### src/rtl/im_loader_if.sv
// Byte-stream and instruction-memory write bus for im_loader.
// The master modport is the loader side; the slave modport is the host/memory side.
interface im_loader_if #(
    parameter int AW = 7
) ();
    logic [7:0]    byte_in;
    logic          byte_valid;
    logic          byte_ready;
    logic          im_we;
    logic [AW-1:0] im_addr;
    logic [31:0]   im_wdata;

    modport master (
        input  byte_in, byte_valid,
        output byte_ready, im_we, im_addr, im_wdata
    );

    modport slave (
        output byte_in, byte_valid,
        input  byte_ready, im_we, im_addr, im_wdata
    );
endinterface

### src/rtl/im_loader.sv
// Instruction-memory loader: length-prefixed byte stream -> big-endian 32-bit IM words.
// Define LOADER_CHECKSUM_EN to require a trailing mod-256 checksum byte over the data bytes.
module im_loader #(
    parameter int NMEM = 128,
    parameter int AW   = 7
) (
    input  logic          clk,
    input  logic          rst,
    input  logic          start,
    im_loader_if.master   bus,
    output logic          cpu_hold,
    output logic          done,
    output logic          err,
    output logic [AW:0]   words_loaded
);
    typedef enum logic [2:0] {
        S_IDLE, S_LEN_HI, S_LEN_LO, S_DATA, S_WRITE, S_CHK, S_DONE, S_ERR
    } state_t;

    state_t        state_reg;
    logic [15:0]   len_reg;
    logic [23:0]   shift_reg;
    logic [1:0]    byte_cnt_reg;
    logic          byte_ready_reg;
    logic          im_we_reg;
    logic [AW-1:0] im_addr_reg;
    logic [31:0]   im_wdata_reg;
    logic          cpu_hold_reg;
    logic          done_reg;
    logic          err_reg;
    logic [AW:0]   words_loaded_reg;
`ifdef LOADER_CHECKSUM_EN
    logic [7:0]    sum_reg;
`endif

    logic        accept;
    logic [15:0] len_next;
    logic [16:0] words_inc;

    assign accept    = bus.byte_valid & byte_ready_reg;
    assign len_next  = {len_reg[15:8], bus.byte_in};
    assign words_inc = 17'(words_loaded_reg) + 17'd1;

    assign bus.byte_ready = byte_ready_reg;
    assign bus.im_we      = im_we_reg;
    assign bus.im_addr    = im_addr_reg;
    assign bus.im_wdata   = im_wdata_reg;
    assign cpu_hold       = cpu_hold_reg;
    assign done           = done_reg;
    assign err            = err_reg;
    assign words_loaded   = words_loaded_reg;

    always_ff @(posedge clk) begin
        if (rst) begin
            state_reg        <= S_IDLE;
            len_reg          <= '0;
            shift_reg        <= '0;
            byte_cnt_reg     <= '0;
            byte_ready_reg   <= 1'b0;
            im_we_reg        <= 1'b0;
            im_addr_reg      <= '0;
            im_wdata_reg     <= '0;
            cpu_hold_reg     <= 1'b1;
            done_reg         <= 1'b0;
            err_reg          <= 1'b0;
            words_loaded_reg <= '0;
`ifdef LOADER_CHECKSUM_EN
            sum_reg          <= '0;
`endif
        end else begin
            im_we_reg <= 1'b0;
            case (state_reg)
                S_IDLE, S_DONE, S_ERR: begin
                    if (start) begin
                        state_reg        <= S_LEN_HI;
                        byte_ready_reg   <= 1'b1;
                        cpu_hold_reg     <= 1'b1;
                        done_reg         <= 1'b0;
                        err_reg          <= 1'b0;
                        words_loaded_reg <= '0;
                        im_addr_reg      <= '0;
                        byte_cnt_reg     <= '0;
`ifdef LOADER_CHECKSUM_EN
                        sum_reg          <= '0;
`endif
                    end
                end
                S_LEN_HI: begin
                    if (accept) begin
                        len_reg[15:8] <= bus.byte_in;
                        state_reg     <= S_LEN_LO;
                    end
                end
                S_LEN_LO: begin
                    if (accept) begin
                        len_reg <= len_next;
                        if (len_next == 16'd0 || len_next > 16'(NMEM)) begin
                            state_reg      <= S_ERR;
                            byte_ready_reg <= 1'b0;
                            err_reg        <= 1'b1;
                        end else begin
                            state_reg <= S_DATA;
                        end
                    end
                end
                S_DATA: begin
                    if (accept) begin
                        shift_reg    <= {shift_reg[15:0], bus.byte_in};
                        byte_cnt_reg <= byte_cnt_reg + 2'd1;
`ifdef LOADER_CHECKSUM_EN
                        sum_reg      <= sum_reg + bus.byte_in;
`endif
                        // Fourth byte completes the word; the write strobe is
                        // registered here so it is high for exactly the WRITE cycle.
                        if (byte_cnt_reg == 2'd3) begin
                            state_reg      <= S_WRITE;
                            byte_ready_reg <= 1'b0;
                            im_we_reg      <= 1'b1;
                            im_addr_reg    <= words_loaded_reg[AW-1:0];
                            im_wdata_reg   <= {shift_reg, bus.byte_in};
                        end
                    end
                end
                S_WRITE: begin
                    words_loaded_reg <= words_inc[AW:0];
                    if (words_inc < {1'b0, len_reg}) begin
                        state_reg      <= S_DATA;
                        byte_ready_reg <= 1'b1;
                    end else begin
`ifdef LOADER_CHECKSUM_EN
                        state_reg      <= S_CHK;
                        byte_ready_reg <= 1'b1;
`else
                        state_reg      <= S_DONE;
                        done_reg       <= 1'b1;
                        cpu_hold_reg   <= 1'b0;
`endif
                    end
                end
`ifdef LOADER_CHECKSUM_EN
                S_CHK: begin
                    if (accept) begin
                        byte_ready_reg <= 1'b0;
                        if (bus.byte_in == sum_reg) begin
                            state_reg    <= S_DONE;
                            done_reg     <= 1'b1;
                            cpu_hold_reg <= 1'b0;
                        end else begin
                            state_reg <= S_ERR;
                            err_reg   <= 1'b1;
                        end
                    end
                end
`endif
                default: begin
                    state_reg      <= S_IDLE;
                    byte_ready_reg <= 1'b0;
                end
            endcase
        end
    end
endmodule

### src/flat_wrapper.sv
// flat-port wrapper written by rule: the top's interface ports become plain ports
module im_loader_flat 
#(
    parameter int NMEM = 128,
    parameter int AW   = 7
)
  (clk, rst, start, cpu_hold, done, err, words_loaded, bus_byte_in, bus_byte_valid, bus_byte_ready, bus_im_we, bus_im_addr, bus_im_wdata);
  im_loader_if #(.AW(AW)) bus_i ();
  input  logic clk;
  input  logic rst;
  input  logic start;
  output logic cpu_hold;
  output logic done;
  output logic err;
  output logic [AW:0] words_loaded;
  input wire logic [$bits(bus_i.byte_in)-1:0] bus_byte_in;
  input wire logic [$bits(bus_i.byte_valid)-1:0] bus_byte_valid;
  output wire logic [$bits(bus_i.byte_ready)-1:0] bus_byte_ready;
  output wire logic [$bits(bus_i.im_we)-1:0] bus_im_we;
  output wire logic [$bits(bus_i.im_addr)-1:0] bus_im_addr;
  output wire logic [$bits(bus_i.im_wdata)-1:0] bus_im_wdata;
  assign bus_i.byte_in = bus_byte_in;
  assign bus_i.byte_valid = bus_byte_valid;
  assign bus_byte_ready = bus_i.byte_ready;
  assign bus_im_we = bus_i.im_we;
  assign bus_im_addr = bus_i.im_addr;
  assign bus_im_wdata = bus_i.im_wdata;
  im_loader #(.NMEM(NMEM), .AW(AW)) u_core (.clk(clk), .rst(rst), .start(start), .bus(bus_i), .cpu_hold(cpu_hold), .done(done), .err(err), .words_loaded(words_loaded));
endmodule
### config.mk
export PLATFORM = sky130hd
export DESIGN_NAME = im_loader_flat
export DESIGN_NICKNAME = d
export VERILOG_FILES = /design/src/rtl/im_loader_if.sv /design/src/rtl/im_loader.sv /design/src/flat_wrapper.sv
export SDC_FILE = /design/constraint.sdc
export NUM_CORES = 1
export LEC_CHECK = 0
export ABC_CLOCK_PERIOD_IN_PS = 3100
export CELL_PAD_IN_SITES_DETAIL_PLACEMENT = 1
export CELL_PAD_IN_SITES_GLOBAL_PLACEMENT = 1
export CORE_ASPECT_RATIO = 0.7
export CORE_MARGIN = 1
export CORE_UTILIZATION = 36
export CTS_CLUSTER_SIZE = 20
export DETAILED_ROUTE_END_ITERATION = 8
export PLACE_DENSITY = 0.74
export SYNTH_ARGS = -nofsm -noshare
export SYNTH_HDL_FRONTEND = slang
export SYNTH_SLANG_ARGS = --single-unit
### constraint.sdc
create_clock -name clk -period 3.1 [get_ports clk]
set_clock_uncertainty 0.2 [all_clocks]
set_input_delay 0.465 -clock clk [delete_from_list [all_inputs] [get_ports clk]]
set_output_delay 0.465 -clock clk [all_outputs]
set_load 0.02 [all_outputs]
==> flow_metrics.env <==
export IMPL_grt_pass1_wl_mm=19.07
export IMPL_swShare_pct=29.34
export IMPL_cts_root_buf="clkbuf_16"
export IMPL_rr_worst_depth=10
export IMPL_startpoint_type="register"
export IMPL_gp_congestion=0.7999
export IMPL_path_cells="ha_4 -> and3_2 -> and3_4 -> and3_1 -> ha_1 -> a21oi_1 -> o21ai_0 -> o31a_1 -> a311oi_2 -> mux2_4"
export IMPL_r2r_end="u_core.bus.byte_ready"
export IMPL_wl_per_cell_microns=16.23
export IMPL_drc=0
export IMPL_h_tree_depth=3
export IMPL_syn_avg_cell_area_sq_um=8.185
export IMPL_hold_end="u_core.done"
export IMPL_start_util_pct=37.04
export IMPL_setup_viol=0
export IMPL_grt_pass1_vias=3653
export IMPL_p_seq_share_pct=43.2
export IMPL_rows=32
export IMPL_wirelength_mm=11.73
export IMPL_postRouteAntennaNets=0
export IMPL_ios=64
export IMPL_yosysWarnings=0
export IMPL_grt_max_degree=39
export IMPL_crit_type="reg -> reg"
export IMPL_die_x_microns=129.4
export IMPL_crit_required_ns=3.13
export IMPL_synth_nets=522
export IMPL_hp_class="reg -> reg"
export IMPL_clkSinkCount=97
export IMPL_synthTopCellsByCount="nand2_1, dfxtp_1, a21oi_1"
export IMPL_p_leak_nw=1.918
export IMPL_p_clk_share_pct=36.9
export IMPL_critPathArrivalTime_ns=3.02
export IMPL_clockBufferDepth=2
export IMPL_insertion_delay_ns=0.34
export IMPL_status="finished, final reports clean"
export IMPL_gr_total_overflow=0
export IMPL_crit_fanout=5
export IMPL_vdd_drop_max_mv=0.2891
export IMPL_synth_top_area_share_pct=47.45
export IMPL_r2r_start="u_core.words_loaded[1]"
export IMPL_numPortBuffers=63
export IMPL_ys_seq_area_share_pct=47.45
export IMPL_cts_tree="done"
export IMPL_die_area_sq_mm=0.01181
export IMPL_synth_cell_area_sq_mm=0.004093
export IMPL_cts_buffers=9
export IMPL_placed_cells=708
export IMPL_final_max_slew_violation_count=0
export IMPL_num_nets_final=588
export IMPL_insertedDiodeCount=0
export IMPL_synth_cell_types=53
export IMPL_final_cell_count_no_fill=723
export IMPL_cp_end_kind="register"
export IMPL_drive_above_1_share_pct=10.35
export IMPL_synthCells=500
export IMPL_critical_path_top_delay_family="compound AO/OA/AOI/OAI gates"
export IMPL_yosysMostFrequentCell="nand2_1"
export IMPL_largest_reg_flops=32
export IMPL_async_flop_share_pct=0
export IMPL_drt_initial_drc_count=190
export IMPL_power_density_mw_per_mm2=583.9
export IMPL_worstHoldStart="u_core.done"
export IMPL_cts_hold_buf=0
export IMPL_pwr_share_comb_pct=19.9
export IMPL_final_area_sq_mm=0.005308
export IMPL_fin_crit_sh_pct=96.31
export IMPL_slowest_stage="dfxtp_4"
export IMPL_r2r_setup_slack_ns=0.11
export IMPL_hold_depth=2
export IMPL_p_sw_mw=0.9093
export IMPL_ys_seq_elements=97
export IMPL_worst_pin_slew_ns=0.8422
export IMPL_dp_hpwl_mm=8.243
export IMPL_cpPeakStageDelay_ns=0.37
export IMPL_hold_viol_final=0
export IMPL_clk_pin_slew_ns=0.07
export IMPL_crit_buf_inv=0
export IMPL_synth_ff_type="dfxtp_1"
export IMPL_placed_area_sq_mm=0.004949
export IMPL_viasPerCell=5.071
export IMPL_rsz0062_at_grt="false"
export IMPL_max_cap_violations=0
export IMPL_fin_setup_tns_ns=0
export IMPL_die_y_microns=91.21
export IMPL_synth_edf_count=0
export IMPL_period_minus_slack_ns=2.986
export IMPL_synth_top_cell_by_area="dfxtp_1"
export IMPL_track_usage_pct=20.95
export IMPL_slew_headroom_pct=43.34
export IMPL_timing_fmax_mhz=334.9
export IMPL_core_area_sq_mm=0.01105
export IMPL_vias=3666
export IMPL_post_cts_setup_buffers=0
export IMPL_synthToLayoutAreaGrowth_pct=29.69
export IMPL_antenna_found_initial=0
export IMPL_synth_area_leaders="dfxtp_1, nand2_1, a21oi_1"
export IMPL_drtPass1Iterations=4
export IMPL_internal_power_mw=2.190
-- cells by family (layout without fill, tap and decap cells) --
logic type,Yosys count,in the layout,share of synthesized area [%]
XOR/XNOR,6,6,1.284
flip-flops,97,97,47.45
adder cells (fa/ha/maj),10,10,3.057
buffers and inverters,42,112,4.188
multiplexers,18,18,4.555
AND/OR/NAND/NOR,209,209,22.78
AO/OA/AOI/OAI,118,118,16.69
-- how the worst max path moves through the flow --
stage	startpoint	endpoint	slack [ns]	cells past startpoint
after global routing	u_core.words_loaded[1]	u_core.bus.byte_ready	0.01	10
after global placement	u_core.words_loaded[1]	u_core.bus.byte_ready	0.15	10
after floorplan	u_core.words_loaded[0]	u_core.bus.byte_ready	0.07	10
after detailed placement	u_core.words_loaded[1]	u_core.bus.byte_ready	-0.04	10
final	u_core.words_loaded[1]	u_core.bus.byte_ready	0.11	10
after CTS	u_core.words_loaded[1]	u_core.bus.byte_ready	0.004	10
-- metal layers --
layer	vias up	track usage [%]	share of wire, %
met4	0	5.233	0.96
met1	1769	30.36	52
li1	1818	-	-
met2	69	31.59	44
met3	10	4.125	3.5
met5	-	0	0
-- per-stage QoR --
| stage | utilization, % | power, mW | setup slack [ns] | hold slack, ns |
|---|---|---|---|---|
| finish | 48.03 | 3.099 | 0.1143 | 0.2478 |
| global route | 48.03 | 3.242 | 0.01150 | 0.2710 |
| CTS | 47.74 | 3.115 | 0.004301 | 0.2540 |
| detailed placement | 44.78 | 1.955 | -0.04284 | 0.2441 |
| global placement | 44.78 | 1.934 | 0.1539 | 0.2347 |
| floorplan | - | 1.748 | 0.06535 | 0.2321 |
-- repair_timing --
item	in CTS	in global routing
endpoints found under the setup margin	2	5
pin swaps	0	4
endpoints found under the hold margin	0	0
gates cloned	0	0
gates resized for setup	4	10
-- placed cells by master (no fill, tap or decap), types with 9 or more instances in the layout --
cell type / Yosys / routed
nand2_1: 133 / 133
clkbuf_16: 0 / 9
nor2_1: 33 / 33
ha_1: 10 / 9
inv_1: 11 / 11
clkdlybuf4s50_1: 0 / 62
mux2i_1: 16 / 16
o21ai_0: 10 / 10
nand3_1: 11 / 11
a21oi_1: 76 / 76
buf_4: 2 / 22
dfxtp_1: 97 / 95
-- worst reg2reg max path: stages (launching register included) --
cell and delay, ns:
dfxtp_4 0.37, ha_4 0.17, and3_2 0.24, and3_4 0.20, and3_1 0.19, ha_1 0.31
a21oi_1 0.15, o21ai_0 0.10, o31a_1 0.35, a311oi_2 0.30, mux2_4 0.32
-- power by group through the flow --
stage	Clock [mW]	Combinational [mW]	Sequential [mW]
floorplan	0	0.396	1.35
global route	1.22	0.676	1.35
global placement	0	0.571	1.36
finish	1.14	0.616	1.34
CTS	1.17	0.603	1.34
detailed placement	0	0.588	1.37
-- layout make-up --
type                       instances  area [sq um]
timing repair buffer              85         790.8
fill                            1341          5743
sequential                        97          1947
multi-input combinational        361          2028
inverter                          12         45.04
clock inverter                     4         52.55
tap                              153         191.4
clock buffer                      11         252.7
Power figures use the tool's default switching activity.
==> edit 1: new RTL, config.mk and constraints unchanged <==
Re-encode `state_t` (8 states) as one-hot, 8 bits wide.
--- a/src/rtl/im_loader.sv
+++ b/src/rtl/im_loader.sv
@@ -13,8 +13,8 @@
     output logic          err,
     output logic [AW:0]   words_loaded
 );
-    typedef enum logic [2:0] {
-        S_IDLE, S_LEN_HI, S_LEN_LO, S_DATA, S_WRITE, S_CHK, S_DONE, S_ERR
+    typedef enum logic [7:0] {
+        S_IDLE = 8'b00000001, S_LEN_HI = 8'b00000010, S_LEN_LO = 8'b00000100, S_DATA = 8'b00001000, S_WRITE = 8'b00010000, S_CHK = 8'b00100000, S_DONE = 8'b01000000, S_ERR = 8'b10000000
     } state_t;
 
     state_t        state_reg;
Check against the original RTL: same outputs for any inputs over 10 cycles, from zero or initial values and one cycle with rst high; not proved beyond that.
==> edit 1 against the original RTL <==
- total power decreased by 2.9%
- final area grew 2.0%
- setup slack improved by 0.016 ns
- core utilization fell by 0.080 points
- combinational power fell by 25%
- routed wire length up 5.7%
- sequential cell count is 4 higher
- die area rose by 4.9%
- synthesized area grew 5.0%
- via count is 8.4% higher
- critical path type unchanged
- highest routed layer unchanged
==> edit 1: results (changes against the original RTL) <==
Run status
  • Status: complete, no violations

CTS
  • CTS clk-pin slew, worst paths: 0.07 ns (about the same)
  • H-Tree Depth: 3 (unchanged)

Detailed routing
  • Initial drt markers: 282 (+48%)
  • First-pass iteration count of the detailed router: 4 (unchanged)
  • Vias post-DR: 3,975 (+8.4%)
  • Drt total wl: 12.41 mm (+5.7%)

Worst setup path
  • Slowest-stage cell, CP: or3b_2
  • CP arrival: 3.01 ns (about the same)
  • Top Family by Delay on Critical Path: simple AND/OR/NAND/NOR gates
  • Critical path peak fanout: 4 (-1)
  • Worst setup path start: u_core.words_loaded[0]
  • Max incr delay on CP: 0.49 ns (+0.12 ns)

Timing
  • Tmin final: 2.970 ns (-0.01563 ns)
  • Min Hold Slack: 0.2492 ns (+0.001355 ns)
  • Worst Tran Pin Value: 0.8624 ns (+0.02019 ns)

Pwr
  • Leakage Power: 1.907 nW (-0.59%)
  • Psw: 0.8481 mW (-6.7%)
  • Reg power frac: 0.465 (+0.033)
  • IR drop worst, VDD: 298.1 uV (+3.1%)
  • Total power: 3.008 mW (-2.9%)

Min path
  • Hold endpoint: u_core.bus.im_wdata[21]
  • Worst Hold Launch: u_core.bus.im_wdata[21]

Placed design
  • RD Place Congestion: 0.8684 (+8.6%)
  • Dpl ws: -0.01578 ns (+0.02706 ns)
  • Dpl cell area: 5096 um2 (+3.0%)
  • DP Cell Count: 744 (+5.1%)
  • Hpwl dp: 8.962 mm (+8.7%)

GRT
  • Met1 usage: 0.2956 (-0.007967)
  • Met2 usage: 0.3206 (+0.004754)
  • First-pass GRT wire length: 20.20 mm (+5.9%)
  • GR Util All Layers: 0.2103 (+0.0007462)
  • Largest net degree at the start of global routing: 58 (+49%)
  • Met3 Use GR: 0.04878 (+0.007531)

Yosys
  • Syn Nets: 563 (+7.9%)
  • Post-Syn Area: 4295 um2 (+5.0%)
  • Proportion of synthesized area in mux cells: 0 (-0.04555)
  • Syn Area/Cell: 7.940 um2 (-3.0%)
  • Post-synth EDFFs: 0 (unchanged)
  • Netlist cell types: 48 (-9.4%)
  • Post-synthesis adder-cell area fraction: 0.02913 (-0.001443)
  • Post-Synth XOR/XNOR Area: 0.01835 (+0.005511)
  • Synth Area in Compound Gates: 0.1730 (+0.006105)
  • Synth top cells by count: 163 x nand2_1, 101 x dfxtp_1, 97 x a21oi_1
  • Sequential area share after synthesis: 0.4707 (-0.003747)
  • Asr flop ratio synth: 0 (unchanged)
  • Area contributors post-synth: dfxtp_1 47%, nand2_1 14%, a21oi_1 11%

Cells and area
  • Layout cells sized above 1: 0.07578 (-0.02773)
  • Non-filler cells, final: 760 (+5.1%)
  • Fin nets: 624 (+6.1%)
edit 1: cell types whose count changed after synthesis, moves of 5 or more:
| cell | change |
|---|---|
| nand2_1 | +30 |
| a21oi_1 | +21 |
| mux2i_1 | -16 |
| nor2_1 | -10 |
| nand2b_1 | +6 |
| nand3b_1 | +6 |
| nor3_1 | +5 |
| o21ai_1 | -5 |
edit 1: timing repair:
| action | in CTS | in global routing |
|---|---|---|
| resized for setup | 1 | 3 |
| gates cloned | 0 | 0 |
| pin swaps | 0 | 1 |
| setup endpoints to repair | 1 | 5 |
edit 1: area by class of cell:
type	count	area, um2
Fill cell	1353	5877
Multi-Input combinational cell	398	2095
Sequential cell	101	2022
Timing Repair Buffer	82	768.2
Clock buffer	11	242.7
Tap cell	153	191.4
Clock inverter	5	57.56
Inverter	10	37.54
edit 1: per-layer routing:
layer  vias to the layer above  share of wire  wire, um
met5                         -              0         0
met4                         0         0.0094       117
met3                         7          0.067       830
met2                        91           0.44      5464
met1                      1924           0.48      5994
li1                       1953              -         -
==> edit 2: new RTL, same settings <==
Made on the original files. Build with the macro `LOADER_CHECKSUM_EN` defined.
--- a/src/rtl/im_loader.sv
+++ b/src/rtl/im_loader.sv
@@ -1,5 +1,7 @@
 // Instruction-memory loader: length-prefixed byte stream -> big-endian 32-bit IM words.
 // Define LOADER_CHECKSUM_EN to require a trailing mod-256 checksum byte over the data bytes.
+`define LOADER_CHECKSUM_EN
+
 module im_loader #(
     parameter int NMEM = 128,
     parameter int AW   = 7
Behaviour: not the same (a bounded check fails within 10 cycles, from zero or initial values and one cycle with rst high).
==> edit 2 against the original RTL <==
- sequential share of layout area grew 0.24 points
- routed wire length grew 9.6%
- sequential cell count grew 8
- cell count grew 8.0%
- synthesized area grew 12%
- final area up 7.3%
- setup slack better by 0.18 ns
- critical path type unchanged
Power is not compared: it rests on default switching activity, and its combinational part moved more than twofold at a synthesized area within 25%.
==> edit 2: results (changes against the original RTL) <==
Run status
  • Status: complete, no violations

Worst setup path
  • Max incr delay on CP: 0.48 ns (+0.11 ns)
  • Slowest-stage cell, CP: dfxtp_1
  • Critical path peak fanout: 7 (+2)
  • CP arrival: 2.87 ns (-0.15 ns)
  • Top Family by Delay on Critical Path: compound AO/OA/AOI/OAI gates

GRT
  • First-pass GRT wire length: 20.54 mm (+7.7%)
  • GR Util All Layers: 0.2041 (-0.005442)
  • Number of global-route vias before repair: 3,905 (+6.9%)
  • Largest net degree at the start of global routing: 67 (+72%)
  • Initial antenna violation count: 0 (unchanged)

Placed design
  • RD Place Congestion: 0.8142 (+1.8%)
  • Hpwl dp: 9.487 mm (+15%)
  • IO buf count: 63 (unchanged)

Detailed routing
  • Vias post-DR: 4,095 (+12%)
  • Drt total wl: 12.86 mm (+9.6%)
  • Initial drt markers: 248 (+31%)
  • First-pass iteration count of the detailed router: 7 (+3)

Yosys
  • Asr flop ratio synth: 0 (unchanged)
  • Yosys warning total: 0 (unchanged)
  • Post-synthesis adder-cell area fraction: 0.05070 (+0.02012)
  • Synth top cells by count: 137 x nand2_1, 105 x dfxtp_1, 80 x a21oi_1
  • Synth Area in Compound Gates: 0.1802 (+0.01324)
  • Post-synth EDFFs: 0 (unchanged)
  • Netlist cell types: 52 (-1.9%)
  • Area contributors post-synth: dfxtp_1 46%, nand2_1 11%, a21oi_1 8.7%
  • Sequential area share after synthesis: 0.4579 (-0.01658)
  • Post-Synth XOR/XNOR Area: 0.02671 (+0.01387)
  • Proportion of synthesized area in mux cells: 0.01962 (-0.02593)
  • Syn Nets: 588 (+13%)

Timing
  • Worst Tran Pin Value: 0.6221 ns (-0.2201 ns)

Min path
  • Min-delay worst type: flop to flop

CTS
  • Skew-Pair Late Insertion Delay: 0.35 ns
  • Clk buf depth: 2 (unchanged)
  • CTS Root Cell: clkbuf_16
  • Post-CTS Resized: 0 (-4)

Cells and area
  • Largest register FFs: 32 (unchanged)
  • Fin nets: 644 (+9.5%)
  • Layout cells sized above 1: 0.06947 (-0.03404)
==> edit 2: changes by cell type after synthesis, sizes merged, moves of 6 or more <==
cell,delta
a22o,+7
nor2,+9
dfxtp,+8
nand3,+6
a22oi,+8
mux2i,-7
ha,+7
==> edit 2: cell families (layout without fill, tap and decap cells) <==
| kind of cell | after synthesis | in the layout |
|---|---|---|
| and+or+nand+nor | 227 | 227 |
| AOI/OAI and AO/OA | 137 | 137 |
| DFF | 105 | 105 |
| buffers and inverters | 48 | 109 |
| adders and majority gates | 18 | 18 |
| xor gates and xnor gates | 14 | 14 |
| muxes | 9 | 9 |
==> edit 2: worst paths after layout <==
check	startpoint	endpoint	slack [ns]	depth (start not counted)
hold / removal	u_core.shift_reg[22]	u_core.shift_reg[22]	0.26	2
hold reg to reg	u_core.shift_reg[22]	u_core.shift_reg[22]	0.26	2
setup reg to reg	u_core.words_loaded[0]	u_core.state_reg[1]	0.29	11
setup / recovery	u_core.words_loaded[0]	u_core.state_reg[1]	0.29	11
==> edit 2: cell type report <==
class                           count  area [um2]
Sequential cell                   105        2102
Timing Repair Buffer               80       765.7
Inverter                           13       48.80
Clock buffer                       10       229.0
Multi-Input combinational cell    405        2266
Tap cell                          162       202.7
Fill cell                        1495        6729
Clock inverter                      6       78.83
==> edit 2: worst register-to-register path, delay by kind of cell, from the launching register on <==
kind	cells	cell delay (ns)
AND/OR/NAND/NOR	3	0.62
AO/OA/AOI/OAI	5	0.64
adder cells (fa/ha/maj)	2	0.56
XOR/XNOR	1	0.21
flip-flops	1	0.48
==> edit 2: layer usage <==
metal / vias to the layer above / track usage / wire, um
met4: 0 / 0.04212 / 43
met3: 5 / 0.03860 / 536
li1: 2016 / - / -
met5: - / 0 / 0
met1: 2005 / 0.2999 / 6698
met2: 69 / 0.3077 / 5583
==> edit 2: where the power goes <==
| part | total [mW] | switching [mW] | internal [mW] |
|---|---|---|---|
| clock network | 1.20 | 0.552 | 0.648 |
| registers | 1.37 | 0.0167 | 1.36 |
| logic | 0.239 | 0.149 | 0.0894 |
| total | 2.81 | 0.718 | 2.09 |
==> edit 2: through the flow <==
step | cells | instance area (um2) | total power [mW] | hold slack [ns] | setup slack, ns
global placement | 765 | 5385 | 1.633 | 0.2458 | 0.2870
floorplan | 558 | 4591 | 1.556 | 0.2321 | 0.5739
CTS | 781 | 5693 | 2.840 | 0.2608 | 0.3229
global route | 781 | 5693 | 2.928 | 0.2807 | 0.1175
finish | 781 | 5693 | 2.813 | 0.2588 | 0.2943
detailed placement | 765 | 5385 | 1.640 | 0.2512 | 0.2353
